$ cat src/rtl/instruction_fetch.sv
// rtl/instruction_fetch.sv - RISC-V IF stage: PC, IF/ID register, stall/flush/redirect, halt on EBREAK.
// Optional misaligned-redirect trap enabled by defining IF_MISALIGN_TRAP_EN.
module instruction_fetch #(
    parameter logic [31:0] RESET_PC  = 32'h0000_0000,
    parameter logic [31:0] NOP_INSTR = 32'h0000_0013
) (
    input  logic        clk,
    input  logic        rst_n,
    output logic [31:0] imem_pc,
    input  logic [31:0] imem_instr,
    input  logic        stall,
    input  logic        flush,
    input  logic        redirect_valid,
    input  logic [31:0] redirect_pc,
    output logic [31:0] if_id_pc,
    output logic [31:0] if_id_instr,
    output logic        if_id_valid,
    output logic        halted,
    output logic [31:0] fetch_count,
    output logic        misalign_fault
);
    localparam logic [31:0] EBREAK_INSTR = 32'h0010_0073;

    typedef enum logic [1:0] {
        BOOT   = 2'd0,
        RUN    = 2'd1,
        HALTED = 2'd2
    } state_t;

    state_t      state_q, state_d;
    logic [31:0] pc_q, pc_d;
    logic [31:0] id_pc_q, id_pc_d;
    logic [31:0] id_instr_q, id_instr_d;
    logic        id_valid_q, id_valid_d;
    logic [31:0] count_q, count_d;
    logic [31:0] redir_target;

    // The low two address bits are always dropped; the trap build only reports them.
    assign redir_target = redirect_pc & ~32'h3;

    always_comb begin
        state_d    = state_q;
        pc_d       = pc_q;
        id_pc_d    = id_pc_q;
        id_instr_d = id_instr_q;
        id_valid_d = id_valid_q;
        count_d    = count_q;
        case (state_q)
            BOOT: begin
                state_d    = RUN;
                id_pc_d    = 32'h0;
                id_instr_d = NOP_INSTR;
                id_valid_d = 1'b0;
            end
            RUN: begin
                if (redirect_valid || flush) begin
                    id_pc_d    = 32'h0;
                    id_instr_d = NOP_INSTR;
                    id_valid_d = 1'b0;
                    if (redirect_valid) begin
                        pc_d = redir_target;
                    end
                end else if (!stall) begin
                    id_pc_d    = pc_q;
                    id_instr_d = imem_instr;
                    id_valid_d = 1'b1;
                    pc_d       = pc_q + 32'd4;
                    if (count_q != 32'hFFFF_FFFF) begin
                        count_d = count_q + 32'd1;
                    end
                    if (imem_instr == EBREAK_INSTR) begin
                        state_d = HALTED;
                    end
                end
            end
            HALTED: begin
                if (redirect_valid || !stall) begin
                    id_pc_d    = 32'h0;
                    id_instr_d = NOP_INSTR;
                    id_valid_d = 1'b0;
                end
                if (redirect_valid) begin
                    pc_d    = redir_target;
                    state_d = RUN;
                end
            end
            default: begin
                state_d = BOOT;
            end
        endcase
    end

    always_ff @(posedge clk) begin
        if (!rst_n) begin
            state_q    <= BOOT;
            pc_q       <= RESET_PC;
            id_pc_q    <= 32'h0;
            id_instr_q <= NOP_INSTR;
            id_valid_q <= 1'b0;
            count_q    <= 32'h0;
        end else begin
            state_q    <= state_d;
            pc_q       <= pc_d;
            id_pc_q    <= id_pc_d;
            id_instr_q <= id_instr_d;
            id_valid_q <= id_valid_d;
            count_q    <= count_d;
        end
    end

`ifdef IF_MISALIGN_TRAP_EN
    logic fault_q;

    // Sticky: only reset clears it; redirects from BOOT are ignored along with the redirect itself.
    always_ff @(posedge clk) begin
        if (!rst_n) begin
            fault_q <= 1'b0;
        end else if (redirect_valid && (state_q != BOOT) && (redirect_pc[1:0] != 2'b00)) begin
            fault_q <= 1'b1;
        end
    end

    assign misalign_fault = fault_q;
`else
    assign misalign_fault = 1'b0;
`endif

    assign imem_pc     = pc_q;
    assign if_id_pc    = id_pc_q;
    assign if_id_instr = id_instr_q;
    assign if_id_valid = id_valid_q;
    assign halted      = (state_q == HALTED);
    assign fetch_count = count_q;

endmodule

$ cat config.mk
export PLATFORM = sky130hd
export DESIGN_NAME = instruction_fetch
export DESIGN_NICKNAME = d
export VERILOG_FILES = /design/src/rtl/instruction_fetch.sv
export SDC_FILE = /design/constraint.sdc
export NUM_CORES = 1
export LEC_CHECK = 0
export BUFFER_PORTS_ARGS = -buffer_cell sky130_fd_sc_hd__buf_2
export CELL_PAD_IN_SITES_DETAIL_PLACEMENT = 2
export CELL_PAD_IN_SITES_GLOBAL_PLACEMENT = 2
export CORE_MARGIN = 4
export CORE_UTILIZATION = 31
export CTS_CLUSTER_DIAMETER = 50
export DETAILED_ROUTE_END_ITERATION = 6
export GPL_ROUTABILITY_DRIVEN = 0
export PLACE_DENSITY = 0.95
export SLEW_MARGIN = 10
export SYNTH_ARGS = -nofsm -noshare
export SYNTH_HDL_FRONTEND = slang
export SYNTH_SLANG_ARGS = --single-unit
export TNS_END_PERCENT = 50
$ cat constraint.sdc
create_clock -name clk -period 4.01 [get_ports clk]
set_input_delay 0.401 -clock clk [delete_from_list [all_inputs] [get_ports clk]]
set_output_delay 0.401 -clock clk [all_outputs]
set_load 0.01 [all_outputs]
# [After elaboration in Yosys (flattened, before gate mapping)]
# Cells that the tools add are included.
# Widths: inputs -> output; s select.
[word_totals] regBits=131 out_inout_bits=131
[op_classes] addsub=2 n_eq_ne=10 mux=21 bitwise_logic=2 reduce_logical=10
[op_table] op="$mux 32" count=9
[op_table] op="$pmux 32 s3" count=2
[op_table] op="$pmux 32 s2" count=1
[op_table] op="$add 32x1->32 const B" count=1
[op_table] op="$add 32x3->32 const B" count=1
[op_table] op="$eq 32x21->1 const B" count=1
[op_table] op="$ne 32x32->1 const B" count=1
[op_table] op="$mux 2" count=4
[op_table] op="$ne 2x2->1 const B" count=4
[op_table] op="$reduce_and 4->1" count=2
[op_table] op="$pmux 2 s3" count=1
[op_table] op="$mux 1" count=3
[op_table] op="$ne 3x3->1 const B" count=1
[op_table] op="$pmux 1 s3" count=1
[op_table] op="$reduce_and 3->1" count=1
[op_table] op="$reduce_bool 3->1" count=1
[op_table] op="$eq 2x1->1 const B" count=1
[op_table] op="$eq 2x2->1 const B" count=1
[op_table] op="$logic_not 2->1" count=1
[op_table] op="$logic_or 1x1->1" count=2
[op_table] op="$ne 2x1->1 const B" count=1
[op_table] op="$not 1->1" count=2
[op_table] op="$reduce_and 2->1" count=1
[op_table] op="$reduce_bool 2->1" count=1
[op_table] op="$logic_not 1->1" count=1

# [Longest topological paths before layout]
[logic_depth] ltp_word=5 depth_mapped=9 ltp_nobuf=7

# [Worst setup path before layout]
# No wires, ideal clock.
[synth_path] path_type="reg-to-reg" start="register pc_q[2] (netlist: imem_pc[2])" end="register pc_q[30] (netlist: imem_pc[30])" setup_ps=133 arrival_time_ps=2138 required_time_ps=3877 path_slack_ps=1739 path_stages_with_launch=8 path_buffers=1 synth_period_minus_slack_ps=2271 cell_sequence="dfxtp_1 ha_1 nand4_1 or4_1 buf_2 nor4_1 mux2i_1 a31oi_1"
[synth_between] elab_chain_len=4
[synth_lines] element="start: declaration" line_no="31" rtl="logic [31:0] pc_q, pc_d;"
[synth_lines] element="start signal: assignment" line_no="103" rtl="pc_q <= pc_d;"
[synth_lines] element="$add 32x3->32" line_no="67" rtl="pc_d = pc_q + 32'd4;"
[synth_lines] element="$mux 32" line_no="63" rtl="end else if (!stall) begin"
[synth_lines] element="$mux 32" line_no="56" rtl="if (redirect_valid || flush) begin"
[synth_lines] element="$pmux 32 s2" line_no="48" rtl="case (state_q)"
# Every way passes these cells. The select of a mux whose other input is x is not followed.
# A chain may end at the register's enable or synchronous reset.

# [Worst setup path in the final report]
[layout_path] start="register state_q[1]" end="register count_q[21] (netlist: fetch_count[21])"
[layout_between] elab_chain_len=2
[layout_lines] element="start: declaration" line_no="30" rtl="state_t state_q, state_d;"
[layout_lines] element="start signal: assignment" line_no="102" rtl="state_q <= state_d;"
[layout_lines] element="$eq 2x1->1" line_no="48"
[layout_lines] element="$reduce_and 4->1 (no source line)"
[layout_lines] element="end signal: assignment" line_no="107" rtl="count_q <= count_d;"
[layout_lines] element="end: declaration" line_no="35" rtl="logic [31:0] count_q, count_d;"
# Every way passes these cells.

==> flow_summary.json <==
{
  "status": "finished, final reports clean",
  "hold_path_class": "primary input to register",
  "leakagePower_nw": 3.22,
  "grt_max_degree": 56,
  "netlist_area_um2": 6130,
  "grt_use_met3": 0.0545,
  "die_area_um2": 22100,
  "drv_cap": 0,
  "crit_path_max_fanout": 8,
  "cts_setup_buffers": 0,
  "finalNetCount": 968,
  "ys_async_sr_fraction": 0,
  "postSynthAreaPerCell_um2": 8.54,
  "finalWirelength_mm": 26.3,
  "gr-total-overflow": 0,
  "fin_ws_ns": 0.909,
  "rows": 51,
  "antenna_left": 0,
  "required_ns": 4.32,
  "ir_drop_mv": 0.278,
  "boundaryPins": 200,
  "crit_family": "simple AND/OR/NAND/NOR gates",
  "antenna_found_initial": 4,
  "grt-busiest-layer": "met2",
  "synth-main-ff-cell": "dfxtp_1",
  "final_common_cell": "buf_2",
  "clockBufferDepth": 2,
  "layout_common_cells": "buf_2 (196), dfxtp_1 (131), nor2_1 (100)",
  "synth_top_area_frac": 0.428,
  "synth_area_leaders": "dfxtp_1 (43%), a22oi_1 (8.2%), nor2_1 (6.2%)",
  "gr-usage-met2": 0.413,
  "die_h_um": 149,
  "vias": 6713,
  "htreeDepth": 4,
  "layout-drive-gt1-share": 0.285,
  "fin_crit_sh": 0.773,
  "critPathSlowestCell": "nor4b_1",
  "viasPerCell": 5.73,
  "io_buffers": 196,
  "synth_top_area_cell": "dfxtp_1",
  "syn_nets": 792,
  "first_global_vias": 7279,
  "synth_edf_count": 0,
  "maxSlewViolCount": 0,
  "worst_path_largest_cell_delay_ns": 0.77,
  "numCtsBuffers": 17,
  "dp_slack_ns": 0.995,
  "wl_per_cell_um": 22.4,
  "power_density_nw_per_um2": 435,
  "fmax_mhz": 322,
  "ys_seq_elements": 131,
  "min_period_ns": 3.10,
  "initial_core_util": 0.315,
  "cp_num_buf_inv": 1,
  "cp-end-kind": "register",
  "grt_first_pass_wirelength_mm": 41.5,
  "dr.first_iter.drc_count": 380,
  "dp_hpwl_mm": 18.5,
  "yosys_warnings": 0,
  "ys_seq_area_frac": 0.428,
  "core-area_um2": 19500,
  "areaGrowthSynthToFinish_pct": 30.2,
  "synth_cells": 717,
  "cts_resized": 0,
  "cts_tree": "done",
  "post-route-drc-count": 0,
  "cts-root-buf": "clkbuf_16",
  "crit_type": "register to register",
  "worstPathArrival_ns": 3.41,
  "synth_cell_types": 70,
  "dr.pass1.iters": 5,
  "final_hold_viol_count": 0,
  "die_x_um": 149,
  "tightest_slew_ns": 1.05,
  "grt_util_met1": 0.285,
  "clock-sinks": 131,
  "rsz0062_at_grt": "no",
  "start_kind": "register",
  "insertion_delay_ns": 0.42,
  "tns_ns": 0,
  "max_slew_margin": 0.302,
  "crit_chain": "inv_1 > ha_1 > nor4b_1 > nand3_1 > a211oi_1 > a21bo_2 > a21oi_1",
  "clkSlewWorstSetupHoldPaths_ns": 0.06,
  "setup_viol": 0,
  "cts_hold_buffers": 0,
  "grt_use_total": 0.237,
  "clock-skew-final_ns": 0.00980,
  "nFillCells": 2175
}
## metrics by stage
step	utilization	hold WS, ns	area (um2)	total power (W)	std cells
6_report	0.410	0.251	7980	0.00347	1172
5_1_grt	0.410	0.252	7970	0.00359	1171
4_1_cts	0.410	0.241	7970	0.00349	1170
3_5_place_dp	0.376	0.482	7320	0.00174	1139
3_3_place_gp	0.376	0.474	7320	0.00172	1139
2_1_floorplan	-	0.516	6130	0.00158	717
## layout make-up
type	instances	area, um2	area share
clock buffer	19	443	0.0555
timing repair buffer	207	1060	0.133
multi-input combinational	525	3260	0.409
antenna	2	5.00	0.000628
sequential	131	2620	0.329
tap	265	332	0.0416
clock inverter	12	205	0.0257
inverter	11	42.5	0.00533
## power breakdown
| part | switching (W) | internal, W | total [W] |
|---|---|---|---|
| clock network | 0.000629 | 0.00112 | 0.00175 |
| logic | 0.000198 | 0.000114 | 0.000312 |
| registers | 0.0000699 | 0.00134 | 0.00141 |
## worst register-to-register path, stage by stage, from the launching register on
cell	delay, ns
dfxtp_1	0.35
inv_1	0.09
ha_1	0.32
nor4b_1	0.77
nand3_1	0.39
a211oi_1	0.76
a21bo_2	0.25
a21oi_1	0.06
## synth_stat cells, types with 3 or more instances
| master | n |
|---|---|
| dfxtp_1 | 131 |
| nor2_1 | 101 |
| a22oi_1 | 67 |
| a21oi_1 | 47 |
| nand2_1 | 41 |
| clkbuf_1 | 40 |
| o21ai_0 | 35 |
| nand3_1 | 23 |
| nand4_1 | 23 |
| nor3_1 | 13 |
| or3_1 | 13 |
| nor4_1 | 11 |
| a211oi_1 | 10 |
| and3_1 | 10 |
| inv_1 | 10 |
| o31ai_1 | 8 |
| or4_1 | 8 |
| mux2i_1 | 7 |
| o22ai_1 | 7 |
| a31oi_1 | 6 |
| and4_1 | 6 |
| ha_1 | 6 |
| and2_1 | 5 |
| buf_2 | 4 |
| nand2b_1 | 4 |
| nor2b_1 | 4 |
| nor4_4 | 4 |
| nor4b_1 | 4 |
| o21a_1 | 4 |
| o221ai_1 | 4 |
| a311oi_1 | 3 |
| a31o_2 | 3 |
| o32ai_1 | 3 |
| xor2_1 | 3 |
## path summary, 6_finish.rpt
path / slack (ns) / startpoint / endpoint / depth (start not counted)
setup / recovery: 0.91 / state_q[1] / fetch_count[21] / 7
setup reg to reg: 0.91 / state_q[1] / fetch_count[21] / 7
hold reg to reg: 0.50 / if_id_pc[9] / if_id_pc[9] / 2
hold / removal: 0.25 / imem_instr[16] / if_id_instr[16] / 3
## logic make-up after synthesis
| kind of cell | count (synthesis) | share of synthesized area |
|---|---|---|
| compound gates | 223 | 0.250 |
| xor+xnor | 5 | 0.00715 |
| fa+ha+maj | 6 | 0.0123 |
| buf+inv | 61 | 0.0415 |
| flops | 131 | 0.428 |
| mux | 7 | 0.0114 |
| other cells | 1 | 0.000612 |
| simple gates | 283 | 0.249 |
## routing by layer
| layer | part of all wire | wire length [um] |
|---|---|---|
| met1 | 0.41 | 10900 |
| met2 | 0.51 | 13300 |
| met3 | 0.052 | 1380 |
| met4 | 0.026 | 683 |
| met5 | 0.0014 | 38 |
## sequential cells by signal (all words and copies together), names as in the netlist
| register | flops |
|---|---|
| if_id_instr | 32 |
| if_id_valid | 1 |
| if_id_pc | 32 |
| fetch_count | 32 |
| imem_pc | 32 |
| state_q | 2 |
Power figures use the tool's default switching activity.
